==> src/rtl/uart_pkg.sv <==
// Shared UART definitions: receiver FSM encoding and serial frame constants.
// Latency: n/a (declarations only).
// Backpressure: n/a.
package uart_pkg;

   localparam int   UART_DATA_BITS  = 8;
   localparam logic UART_IDLE_LEVEL = 1'b1;

   typedef enum logic [2:0] {
      UART_RX_IDLE  = 3'd0,
      UART_RX_START = 3'd1,
      UART_RX_DATA  = 3'd2,
      UART_RX_STOP  = 3'd3,
      UART_RX_BREAK = 3'd4
   } uart_rx_state_t;

endpackage

==> src/rtl/uart_sync2.sv <==
// Two-flop synchronizer for a single asynchronous level into clk.
// Latency: 2 clk cycles from d to q.
// Backpressure: none; continuous sampling.
module uart_sync2 #(
   parameter logic RESET_VAL = 1'b1
) (
   input  logic clk,
   input  logic rst_n,
   input  logic d,
   output logic q
);

   logic meta;

   // Both stages reset to the line's idle value so reset never looks like an edge.
   always_ff @(posedge clk or negedge rst_n) begin
      if (!rst_n) begin
         meta <= RESET_VAL;
         q    <= RESET_VAL;
      end else begin
         meta <= d;
         q    <= meta;
      end
   end

endmodule

==> src/rtl/uart_rx.sv <==
// 8N1 serial receiver with a single-entry valid/ready byte output.
// Latency: byte/frame_err/overrun appear 1 cycle after the mid-stop-bit sample.
// Backpressure: one holding register; a byte arriving while it is full and unconsumed is dropped with overrun_o.
module uart_rx
   import uart_pkg::*;
#(
   parameter int CLKS_PER_BIT = 16
) (
   input  logic                      clk,
   input  logic                      rst_n,
   input  logic                      rx_in,
   output logic [UART_DATA_BITS-1:0] data_o,
   output logic                      valid_o,
   input  logic                      ready_i,
   output logic                      frame_err_o,
   output logic                      overrun_o,
   output logic                      busy_o
);

   localparam int            CW        = $clog2(CLKS_PER_BIT);
   localparam logic [CW-1:0] HALF_LAST = CW'(CLKS_PER_BIT / 2 - 1);
   localparam logic [CW-1:0] BIT_LAST  = CW'(CLKS_PER_BIT - 1);
   localparam logic [2:0]    IDX_LAST  = 3'(UART_DATA_BITS - 1);

   // Fewer than 4 clocks per bit leaves no usable mid-bit sample point.
   if (CLKS_PER_BIT < 4) begin : g_cfg_check
      $error("uart_rx: CLKS_PER_BIT must be >= 4");
   end

   uart_rx_state_t            state, state_nxt;
   logic [CW-1:0]             cnt, cnt_nxt;
   logic [2:0]                bit_idx, idx_nxt;
   logic [UART_DATA_BITS-1:0] shreg, shreg_nxt;
   logic                      rxs;
   logic                      deliver;
   logic                      ferr;

   uart_sync2 #(
      .RESET_VAL (UART_IDLE_LEVEL)
   ) u_sync (
      .clk   (clk),
      .rst_n (rst_n),
      .d     (rx_in),
      .q     (rxs)
   );

   // FSM state, bit timer, bit index and shift register.
   always_ff @(posedge clk or negedge rst_n) begin
      if (!rst_n) begin
         state   <= UART_RX_IDLE;
         cnt     <= '0;
         bit_idx <= '0;
         shreg   <= '0;
      end else begin
         state   <= state_nxt;
         cnt     <= cnt_nxt;
         bit_idx <= idx_nxt;
         shreg   <= shreg_nxt;
      end
   end

   // Next state: the timer free-runs and is cleared at every sample point.
   always_comb begin
      state_nxt = state;
      cnt_nxt   = cnt + 1'b1;
      idx_nxt   = bit_idx;
      shreg_nxt = shreg;
      deliver   = 1'b0;
      ferr      = 1'b0;
      case (state)
         UART_RX_IDLE: begin
            cnt_nxt = '0;
            if (rxs != UART_IDLE_LEVEL) begin
               state_nxt = UART_RX_START;
            end
         end
         UART_RX_START: begin
            if (cnt == HALF_LAST) begin
               cnt_nxt = '0;
               if (rxs == UART_IDLE_LEVEL) begin
                  state_nxt = UART_RX_IDLE;   // glitch shorter than half a bit
               end else begin
                  state_nxt = UART_RX_DATA;
                  idx_nxt   = '0;
               end
            end
         end
         UART_RX_DATA: begin
            if (cnt == BIT_LAST) begin
               cnt_nxt   = '0;
               shreg_nxt = {rxs, shreg[UART_DATA_BITS-1:1]};
               idx_nxt   = bit_idx + 3'd1;
               if (bit_idx == IDX_LAST) begin
                  state_nxt = UART_RX_STOP;
               end
            end
         end
         UART_RX_STOP: begin
            if (cnt == BIT_LAST) begin
               cnt_nxt = '0;
               if (rxs == UART_IDLE_LEVEL) begin
                  deliver   = 1'b1;
                  state_nxt = UART_RX_IDLE;
               end else begin
                  ferr      = 1'b1;
                  state_nxt = UART_RX_BREAK;
               end
            end
         end
         UART_RX_BREAK: begin
            // Wait for the line to return high so a held-low line cannot retrigger.
            cnt_nxt = '0;
            if (rxs == UART_IDLE_LEVEL) begin
               state_nxt = UART_RX_IDLE;
            end
         end
         default: begin
            state_nxt = UART_RX_IDLE;
            cnt_nxt   = '0;
         end
      endcase
   end

   // Holding register, consumer handshake and one-cycle status pulses.
   always_ff @(posedge clk or negedge rst_n) begin
      if (!rst_n) begin
         data_o      <= '0;
         valid_o     <= 1'b0;
         frame_err_o <= 1'b0;
         overrun_o   <= 1'b0;
      end else begin
         frame_err_o <= ferr;
         overrun_o   <= 1'b0;
         if (deliver) begin
            if (!valid_o || ready_i) begin
               data_o  <= shreg;
               valid_o <= 1'b1;
            end else begin
               overrun_o <= 1'b1;
            end
         end else if (valid_o && ready_i) begin
            valid_o <= 1'b0;
         end
      end
   end

   assign busy_o = (state != UART_RX_IDLE);

endmodule

==> config.mk <==
export PLATFORM = sky130hd
export DESIGN_NAME = uart_rx
export DESIGN_NICKNAME = d
export VERILOG_FILES = /design/src/rtl/uart_pkg.sv /design/src/rtl/uart_sync2.sv /design/src/rtl/uart_rx.sv
export SDC_FILE = /design/constraint.sdc
export NUM_CORES = 1
export LEC_CHECK = 0
export BUFFER_PORTS_ARGS = -buffer_cell sky130_fd_sc_hd__buf_2
export CAP_MARGIN = 15
export CORE_MARGIN = 8
export CORE_UTILIZATION = 50
export CTS_BUF_LIST = sky130_fd_sc_hd__clkbuf_16
export CTS_CLUSTER_DIAMETER = 150
export DETAILED_ROUTE_END_ITERATION = 16
export GPL_ROUTABILITY_DRIVEN = 0
export PLACE_DENSITY_LB_ADDON = 0.15
export SLEW_MARGIN = 20
export SYNTH_ARGS = -nofsm -noshare
export SYNTH_HDL_FRONTEND = slang
export SYNTH_HIERARCHICAL = 1
export SYNTH_SLANG_ARGS = --single-unit
==> constraint.sdc <==
create_clock -name clk -period 1.6 [get_ports clk]
set_input_delay 0.08 -clock clk [delete_from_list [all_inputs] [get_ports clk]]
set_output_delay 0.08 -clock clk [all_outputs]
set_load 0.005 [all_outputs]
==> results of run 1 <==
## per-layer routing
| layer | up-vias | global-route usage | share of wire |
|---|---|---|---|
| met5 | - | 0 | 0 |
| met4 | 0 | 0.05483 | 0.014 |
| met3 | 3 | 0.05201 | 0.058 |
| met2 | 23 | 0.1959 | 0.48 |
| met1 | 422 | 0.1498 | 0.45 |
| li1 | 409 | - | - |
## worst max-delay path, cell delays in order (launching register included)
cell	delay (ns)
dfrtp_2	0.42
or3b_1	0.37
a2111o_1	0.41
mux2_4	0.27
## Yosys cell counts, drive strengths merged
library cell   n
xor2           2
nor3           5
nor2           5
nand2b         2
nand3          1
a2111o         1
or3b           2
nand2          4
nor4           1
a211oi         1
dfrtp         29
or3            3
xnor2          1
o31a           1
nor4b          1
buf            1
mux2          18
dfstp          2
a22o           2
o21bai         1
ha             3
nand4          1
inv            2
o32a           1
clkbuf         2
nor2b          1
## repair_timing
action | 4_1_cts | 5_1_grt
hold endpoints to repair | 30 | 0
pin swaps | 1 | 0
resized for setup | 6 | 10
hold buffers | 2 | 0
setup endpoints to repair | 17 | 12
setup buffers | 2 | 5
## cell usage in the layout (no fill, tap or decap), drive strengths merged
cell type    instances
dfrtp               29
nor2b                1
clkbuf               5
ha                   3
nor2                 5
nor4b                1
inv                  3
nand2b               2
nor3                 5
nand4                1
a22o                 2
nand3                1
a2111o               1
dfstp                2
o21bai               1
or3b                 2
xor2                 2
nor4                 1
a211oi               1
o32a                 1
o31a                 1
mux2                18
clkinv               2
dlygate4sd3          2
xnor2                1
nand2                4
or3                  3
buf                 33
## final timing paths
check / depth (start not counted) / to / from
worst max-delay path: 3 / bit_idx[0] / state[1]
worst min-delay path: 3 / overrun_o / ready_i
worst max register to register: 3 / bit_idx[0] / state[1]
worst min register to register: 0 / u_sync/q / u_sync/meta
max in group asynchronous: 2 / state[1] / rst_n
min in group asynchronous: 2 / cnt[0] / rst_n
## area by class of cell
class	instances	area [µm²]	area share
multi-input cells	57	555.5	0.3169
clock buffers	5	125.1	0.07138
repair buffers	35	234.0	0.1335
clock inverters	3	12.51	0.007138
flip-flops and latches	31	780.7	0.4454
inverters	2	7.507	0.004283
well taps	30	37.54	0.02141
## registers in the layout, summed over array words and instances (netlist names)
| name | flops |
|---|---|
| frame_err_o | 1 |
| valid_o | 1 |
| overrun_o | 1 |
| u_sync/meta | 1 |
| shreg | 8 |
| u_sync/q | 1 |
| cnt | 4 |
| data_o | 8 |
| bit_idx | 3 |
| state | 3 |
## where the power goes
part | internal [mW] | switching, mW
sequential | 0.887 | 0.114
combinational | 0.341 | 0.269
clock | 0.560 | 0.318
## metrics by stage
stage / TNS, ns / instance area, µm²
global route: -0.1881 / 1753
floorplan: -0.7254 / 1304
global placement: -0.3218 / 1480
finish: 0 / 1753
CTS: -0.004359 / 1680
detailed placement: -0.9222 / 1480
## logic make-up (layout without fill, tap and decap cells)
family	count (synthesis)	after routing	share of synthesized area
buffers and inverters	5	45	0.02029
AO/OA/AOI/OAI	7	7	0.04832
AND/OR/NAND/NOR	26	26	0.1246
XOR/XNOR	3	3	0.02029
adder cells (fa/ha/maj)	3	3	0.02899
flip-flops	31	31	0.6010
multiplexers	18	18	0.1565
==> out/metrics.cfg, run 1 <==
[logic_synthesis]
syn_nets=100
avgSynthCellArea_um2=13.92
synth_top_area_frac=0.5604
ys_seq_elements=31
syn_area_um2=1295
yosys_warnings=6
synth_cells=93
synth.distinct_cells=27
synth_top_cells_by_area=dfrtp_1 (56%), mux2_2 (16%), dfstp_2 (4.1%), ha_1 (2.9%), nor3_1 (1.9%)
yosysSeqAreaShare=0.6010
yosysTopAreaCell=dfrtp_1

[timing]
rsz0062_at_grt=true
setup_slack_ns=0.003589
fin_crit_ns=1.596
tightest_slew_ns=0.6664
clock_skew_ns=0.004811
holdWs_ns=0.1033
max_slew_margin=0.5558
min_period_over_period=0.9978
hold_violations=0
slew_viol_final=0
clock.fmax_mhz=626.4
setup_viol=0

[die]
die_h_um=66.89
ios=16
rows=18
die_w_um=66.89
core-area_um2=2477
start_util=0.5227
dieArea_um2=4474

[placed_design]
dp_hpwl_mm=1.622
placed_cells=146
dp_slack_ns=-0.07462
portBuffers=15

[global_routing]
grt_pass1_wl_mm=4.209
grt_use_total=0.1262
grt_pass1_vias=902
antenna_found_initial=0
gr-total-overflow=0
grt_max_degree=32

[drt]
drc=0
antenna_left=0
drt_iter0_drc=49
viasPerCell=5.258
vias=857
wirelength_mm=2.572
first_pass_iters=4
avgRoutedWirePerCell_um=15.78

[clock_network]
clkSinkCount=31
cts_buffer_depth=2
cts_root_buffer=clkbuf_16
cts.reportedPaths.clkPinSlew_ns=0.05
h-tree-depth=2
clk_latency_ns=0.28
numCtsBuffers=5
cts_tree=yes

[critical_path]
critical_path_class=flop to flop
cp.required_ns=1.76
r2r_slack_ns=0.004
crit_arrival_ns=1.75
start_kind=flop
critical_path.endpoint_type=flop
cp_max_fo=4

[finish]
antenna_cells=0
syn2layout_area_growth_pct=35.36
nNetsFinal=139
fill_cells=188
final_core_util=0.7076
drive_above_1_share=0.5038
fin_cells=163

[power]
p_leak_nw=0.8953
vdd_ir_drop_max_uv=1174
finalPower_mw=2.489
p_per_area_nw_per_um2=1420

[run_status]
status=completed

[flow_run]
drv_cap=0

[hold_path]
hold_path.class=input port to flop

Power figures use the tool's default switching activity.
==> run 2, diff against run 1 <==
PLACE_DENSITY = 0.8   (was unset)
PLACE_DENSITY_LB_ADDON = unset   (was 0.15)
==> run 2 against run 1 <==
Effect of this change:
- the run now ends with negative setup slack left
- die area unchanged
- combinational power down 2%
- via count down 0.23%
- highest routed layer unchanged
- wire length up 0.12%
- hold slack better by 0.019 ns
==> out/metrics.cfg, run 2 (synthesis gave the netlist of run 1 again) <==
[critical_path]
critical_path_class=flop to flop
cp_max_fo=8  ; +4
r2r_end=data_o[0]
cp_num_buf_inv=1  ; +1
reg2regPathDepth=5  ; +2
r2r_slack_ns=-0.008  ; about the same
cpLargestDelayFamily=simple AND/OR/NAND/NOR gates
cp.required_ns=1.75  ; about the same
rr_startpoint=cnt[1]
slowest_delay_ns=0.38  ; -0.04 ns
critical_path.endpoint_type=flop
crit_slowest_cell=dfrtp_1
start_kind=flop
crit_chain=ha_4, nand4_4, nor4b_4, buf_6, mux2_2
crit_arrival_ns=1.76  ; about the same

[drt]
avgRoutedWirePerCell_um=16.40  ; +3.9%
wirelength_mm=2.575  ; +0.12%
wl_met2_mm=1.301  ; +6.2%
viasPerCell=5.446  ; +3.6%
drc=0  ; unchanged
met1Wirelength_mm=1.087  ; -6.5%
drt_iter0_drc=27  ; -45%
vias=855  ; -0.23%
first_pass_iters=4  ; unchanged
top_layer_used=met4
antenna_left=0  ; unchanged
wl_met3_um=150  ; +0.67%

[power]
p_per_area_nw_per_um2=1469  ; +3.5%
combPwrFrac=0.243  ; -0.002
p_leak_nw=0.8561  ; -4.4%
clkPwrFrac=0.353  ; about the same
vdd_ir_drop_max_uv=1177  ; +0.32%
finalPower_mw=2.449  ; -1.6%
p_switching_uw=699.2  ; -0.22%
power.share.sequential=0.404  ; +0.002
switching_share=0.2855  ; +0.003957
intPower_mw=1.750  ; -2.1%

[finish]
layout_commonest_cell=dfrtp_1
nNetsFinal=133  ; -4.3%
syn2layout_area_growth_pct=28.70
fill_cells=182  ; -3.2%
drive_above_1_share=0.4488  ; -0.05494
final_cell_mix=dfrtp_1 (29), mux2_2 (17), buf_2 (15)
top_regs=data_o x8, shreg x8, cnt x4
antenna_cells=0  ; unchanged
final_core_util=0.6727  ; -0.03485

[placed_design]
portBuffers=15  ; unchanged
dp_slack_ns=-0.03039  ; +0.04423 ns
dp_hpwl_mm=1.629  ; +0.48%

[run_status]
status=complete, but fails checks
violations=negative setup slack

[die]
dieArea_um2=4474  ; unchanged
start_util=0.5227  ; unchanged
ios=16  ; unchanged
core-area_um2=2477  ; unchanged
rows=18  ; unchanged
die_h_um=66.89  ; unchanged
die_w_um=66.89  ; unchanged

[timing]
min_period_over_period=1.005  ; +0.007276
setup_tns_ns=-0.01727  ; -0.01727 ns
clock.fmax_mhz=621.9  ; -0.72%
fin_crit_ns=1.608  ; +0.01164 ns
max_slew_margin=0.5538  ; -0.001946
clock_skew_ns=0.006448  ; +0.001637 ns
hold_violations=0  ; unchanged
slew_viol_final=0  ; unchanged
rsz0062_at_grt=true
tightest_slew_ns=0.6693  ; +0.002919 ns
setup_slack_ns=-0.008052  ; -0.01164 ns
setup_viol=3  ; +3

[hold_path]
hold_depth=3  ; unchanged
min_to=overrun_o
hold_path.class=input port to flop
worstHoldStart=ready_i

[clock_network]
clk_latency_ns=0.27  ; about the same
cts.reportedPaths.clkPinSlew_ns=0.05  ; about the same
numCtsBuffers=5  ; unchanged
clkSinkCount=31  ; unchanged
h-tree-depth=2  ; unchanged
cts_buffer_depth=2  ; unchanged
cts_root_buffer=clkbuf_16
cts_tree=yes

[global_routing]
grt_max_degree=32  ; unchanged
gr-total-overflow=0  ; unchanged
grt_pass1_wl_mm=4.271  ; +1.5%
antenna_found_initial=0  ; unchanged
grt_pass1_vias=929  ; +3.0%
grt_use_total=0.1298  ; +0.003557

[flow_run]
drv_cap=0  ; unchanged

-- run 2: cell count changes in the layout (fill, tap and decap cells not counted) --
cell	before	now
nor3_1	4	5
dfrtp_2	2	0
buf_4	17	11
clkinv_1	1	2
nor3_2	1	0
or3_4	1	0
nand2_2	0	1
mux2_2	9	17
dfrtp_1	27	29
or3_1	2	3
mux2_4	9	1
clkinv_2	1	0
nand2_1	4	3
-- run 2: final cells by class --
class	instances	area [µm²]	area share
Multi-Input combinational cell	57	518.0	0.3108
Clock inverter	3	11.26	0.006757
Clock buffer	5	125.1	0.07508
Inverter	2	7.507	0.004505
Tap cell	30	37.54	0.02252
Timing Repair Buffer	29	188.9	0.1134
Sequential cell	31	778.2	0.4670
-- run 2: timing repair --
action | CTS | global route
endpoints found under the hold margin | 30 | 0
pin swaps | 2 | 1
buffers inserted | 3 | 1
hold buffers | 2 | 0
endpoints found under the setup margin | 13 | 18
resized for setup | 3 | 2
-- run 2: stage by stage --
stage	instance area, µm²	std cells	hold slack [ns]
3_5_place_dp	1458	143	0.1537
3_3_place_gp	1458	143	0.1510
2_1_floorplan	1304	93	-0.2156
4_1_cts	1645	156	0.1108
5_1_grt	1667	157	0.1398
6_report	1667	157	0.1225
-- run 2: worst max path at each step --
stage                     startpoint         end  slack, ns  depth (start not counted)
after detailed placement    state[1]  bit_idx[0]      -0.03                          3
after CTS                     cnt[1]   data_o[0]      0.003                          5
final                         cnt[1]   data_o[0]     -0.008                          5
after floorplan               cnt[0]    shreg[2]      -0.07                          4
after global placement      state[1]  bit_idx[0]      0.002                          3
after global routing          cnt[1]   data_o[3]      -0.07                          5
-- run 2: tightest hold or removal path, cell delays in order --
cell and delay [ns]:
buf_2 0.08, nand2b_1 0.14, nor2_1 0.06
-- run 2: routing by layer --
layer,track usage,vias up
met5,0,-
met4,0.05744,0
met3,0.06544,5
met2,0.2067,23
met1,0.1420,430
li1,-,397
-- run 2: power by group through the flow --
| stage | logic (mW) | clock network [mW] | registers [mW] |
|---|---|---|---|
| 2_1_floorplan | 0.322 | 0 | 0.978 |
| 3_3_place_gp | 0.435 | 0 | 0.988 |
| 3_5_place_dp | 0.461 | 0 | 0.996 |
| 4_1_cts | 0.540 | 0.881 | 0.972 |
| 5_1_grt | 0.664 | 0.928 | 1.00 |
| 6_report | 0.596 | 0.864 | 0.989 |
==> run 3, diff against run 2 <==
CTS_CLUSTER_DIAMETER = 30   (was 150)
SETUP_SLACK_MARGIN = 0.3   (was unset)
==> run 3 against run 2 <==
Effect of this change:
- the flow still finishes with violations (negative setup slack)
- sequential power barely moved
- non-clock buffer count rose by 8
- utilization rose by 8.4 points
- global-route usage grew 1.6 points
- final cell count up 5.1%
- die area stayed put
==> out/metrics.cfg, run 3 (synthesis gave the netlist of run 1 again) <==
[clock_network]
cts.reportedPaths.clkPinSlew_ns=0.05  ; about the same
clkSinkCount=31  ; unchanged
cts_tree=yes
clk_latency_ns=0.28  ; about the same
h-tree-depth=2  ; unchanged
cts_root_buffer=clkbuf_16
cts_buffer_depth=2  ; unchanged
numCtsBuffers=5  ; unchanged

[placed_design]
portBuffers=15  ; unchanged
placed_cell_area_um2=1480  ; +1.5%
dp_slack_ns=-0.02130  ; +0.009089 ns
dp_hpwl_mm=1.576  ; -3.3%

[timing]
max_slew_margin=0.5492  ; -0.004584
clock_skew_ns=0.004475  ; -0.001974 ns
clock.fmax_mhz=600.6  ; -3.4%
fin_crit_ns=1.665  ; +0.05687 ns
setup_viol=17  ; +14
holdWs_ns=0.09461  ; -0.02791 ns
tightest_slew_ns=0.6762  ; +0.006876 ns
setup_slack_ns=-0.06492  ; -0.05687 ns
slew_viol_final=0  ; unchanged
rsz0062_at_grt=true
min_period_over_period=1.041  ; +0.03554
hold_violations=0  ; unchanged

[critical_path]
cp.required_ns=1.76  ; about the same
cp_max_fo=8  ; unchanged
r2r_end=data_o[7]
crit_slowest_cell=dfrtp_1
start_kind=flop
critical_path.endpoint_type=flop
crit_start=cnt[0]
reg2regPathDepth=5  ; unchanged
crit_chain=ha_4, nand4_4, nor4b_4, buf_6, mux2_2
endpoint=data_o[7]
r2r_slack_ns=-0.06  ; -0.06 ns
critical_path_class=flop to flop
rr_startpoint=cnt[0]
slowest_delay_ns=0.41  ; +0.03 ns
crit_arrival_ns=1.82  ; +0.06 ns

[global_routing]
antenna_found_initial=0  ; unchanged
grt_use_total=0.1455  ; +0.01577
grt_pass1_vias=985  ; +6.0%
gr-total-overflow=0  ; unchanged
grt_max_degree=32  ; unchanged
grt_pass1_wl_mm=4.802  ; +12%

[drt]
wirelength_mm=3.162  ; +23%
first_pass_iters=4  ; unchanged
antenna_left=0  ; unchanged
drt_iter0_drc=50  ; +85%
drc=0  ; unchanged
avgRoutedWirePerCell_um=19.16  ; +17%
viasPerCell=5.552  ; +1.9%
vias=916  ; +7.1%

[finish]
fill_cells=146  ; -20%
top_regs=data_o x8, shreg x8, cnt x4
nNetsFinal=141  ; +6.0%
final_area_um2=1874  ; +12%
final_cell_mix=dfrtp_1 (26), buf_4 (15), buf_2 (14)
syn2layout_area_growth_pct=44.73
drive_above_1_share=0.5556  ; +0.1067
antenna_cells=0  ; unchanged
layout_commonest_cell=dfrtp_1

[power]
p_leak_nw=0.9384  ; +9.6%
vdd_ir_drop_max_uv=1592  ; +35%
p_per_area_nw_per_um2=1552  ; +5.6%
finalPower_mw=2.910  ; +19%

[hold_path]
hold_depth=3  ; unchanged
hold_path.class=input port to flop

[die]
ios=16  ; unchanged
dieArea_um2=4474  ; unchanged
die_h_um=66.89  ; unchanged
rows=18  ; unchanged
core-area_um2=2477  ; unchanged
die_w_um=66.89  ; unchanged
start_util=0.5227  ; unchanged

[run_status]
status=complete, but fails checks
violations=negative setup slack

[flow_run]
drv_cap=0  ; unchanged

==> run 3: layout make-up <==
cell class / instances / area, µm² / area share
Sequential cell: 31 / 782.0 / 0.4172
Multi-Input combinational cell: 57 / 600.6 / 0.3204
Timing Repair Buffer: 37 / 282.8 / 0.1509
Clock buffer: 5 / 125.1 / 0.06676
Clock inverter: 3 / 38.79 / 0.02069
Tap cell: 30 / 37.54 / 0.02003
Inverter: 2 / 7.507 / 0.004005
==> run 3: power breakdown <==
part / internal, mW / switching (mW)
Clock: 0.724 / 0.323
Sequential: 0.887 / 0.129
Combinational: 0.467 / 0.380
==> run 3: per-layer routing <==
layer | vias up | part of all wire | GRT usage
li1 | 413 | - | -
met1 | 468 | 0.43 | 0.1648
met2 | 29 | 0.49 | 0.2366
met3 | 6 | 0.052 | 0.05369
met4 | 0 | 0.018 | 0.07050
met5 | - | 0 | 0
==> run 3: through the flow <==
step / util / instances / setup TNS [ns]
final: 0.7566 / 165 / -0.6239
after global routing: 0.7566 / 165 / -1.355
after CTS: 0.7192 / 158 / -0.08607
after detailed placement: 0.5975 / 142 / -0.1376
after global placement: 0.5975 / 142 / 0
after floorplan: - / 93 / -0.2156
==> run 3: worst max-delay path: cells and delay by family (launching register included) <==
family                     cells  cell delay, ns
muxes                          1            0.35
DFF                            1            0.41
buffers and inverters          1            0.19
and+or+nand+nor                2            0.41
adders and majority gates      1            0.18
==> run 3: how the worst min path moves through the flow <==
stage / from / endpoint / slack (ns)
2_1_floorplan: rst_n / bit_idx[0] / -0.22
3_3_place_gp: rst_n / cnt[2] / 0.14
3_5_place_dp: rst_n / cnt[2] / 0.15
4_1_cts: ready_i / overrun_o / 0.11
5_1_grt: ready_i / overrun_o / 0.13
6_report: ready_i / overrun_o / 0.09
==> run 3: timing repair <==
item / 4_1_cts / 5_1_grt
setup endpoints to repair: 23 / 25
gates resized for setup: 16 / 9
hold buffers: 2 / 0
pin swaps: 9 / 3
hold endpoints to repair: 30 / 0
setup buffers: 6 / 7
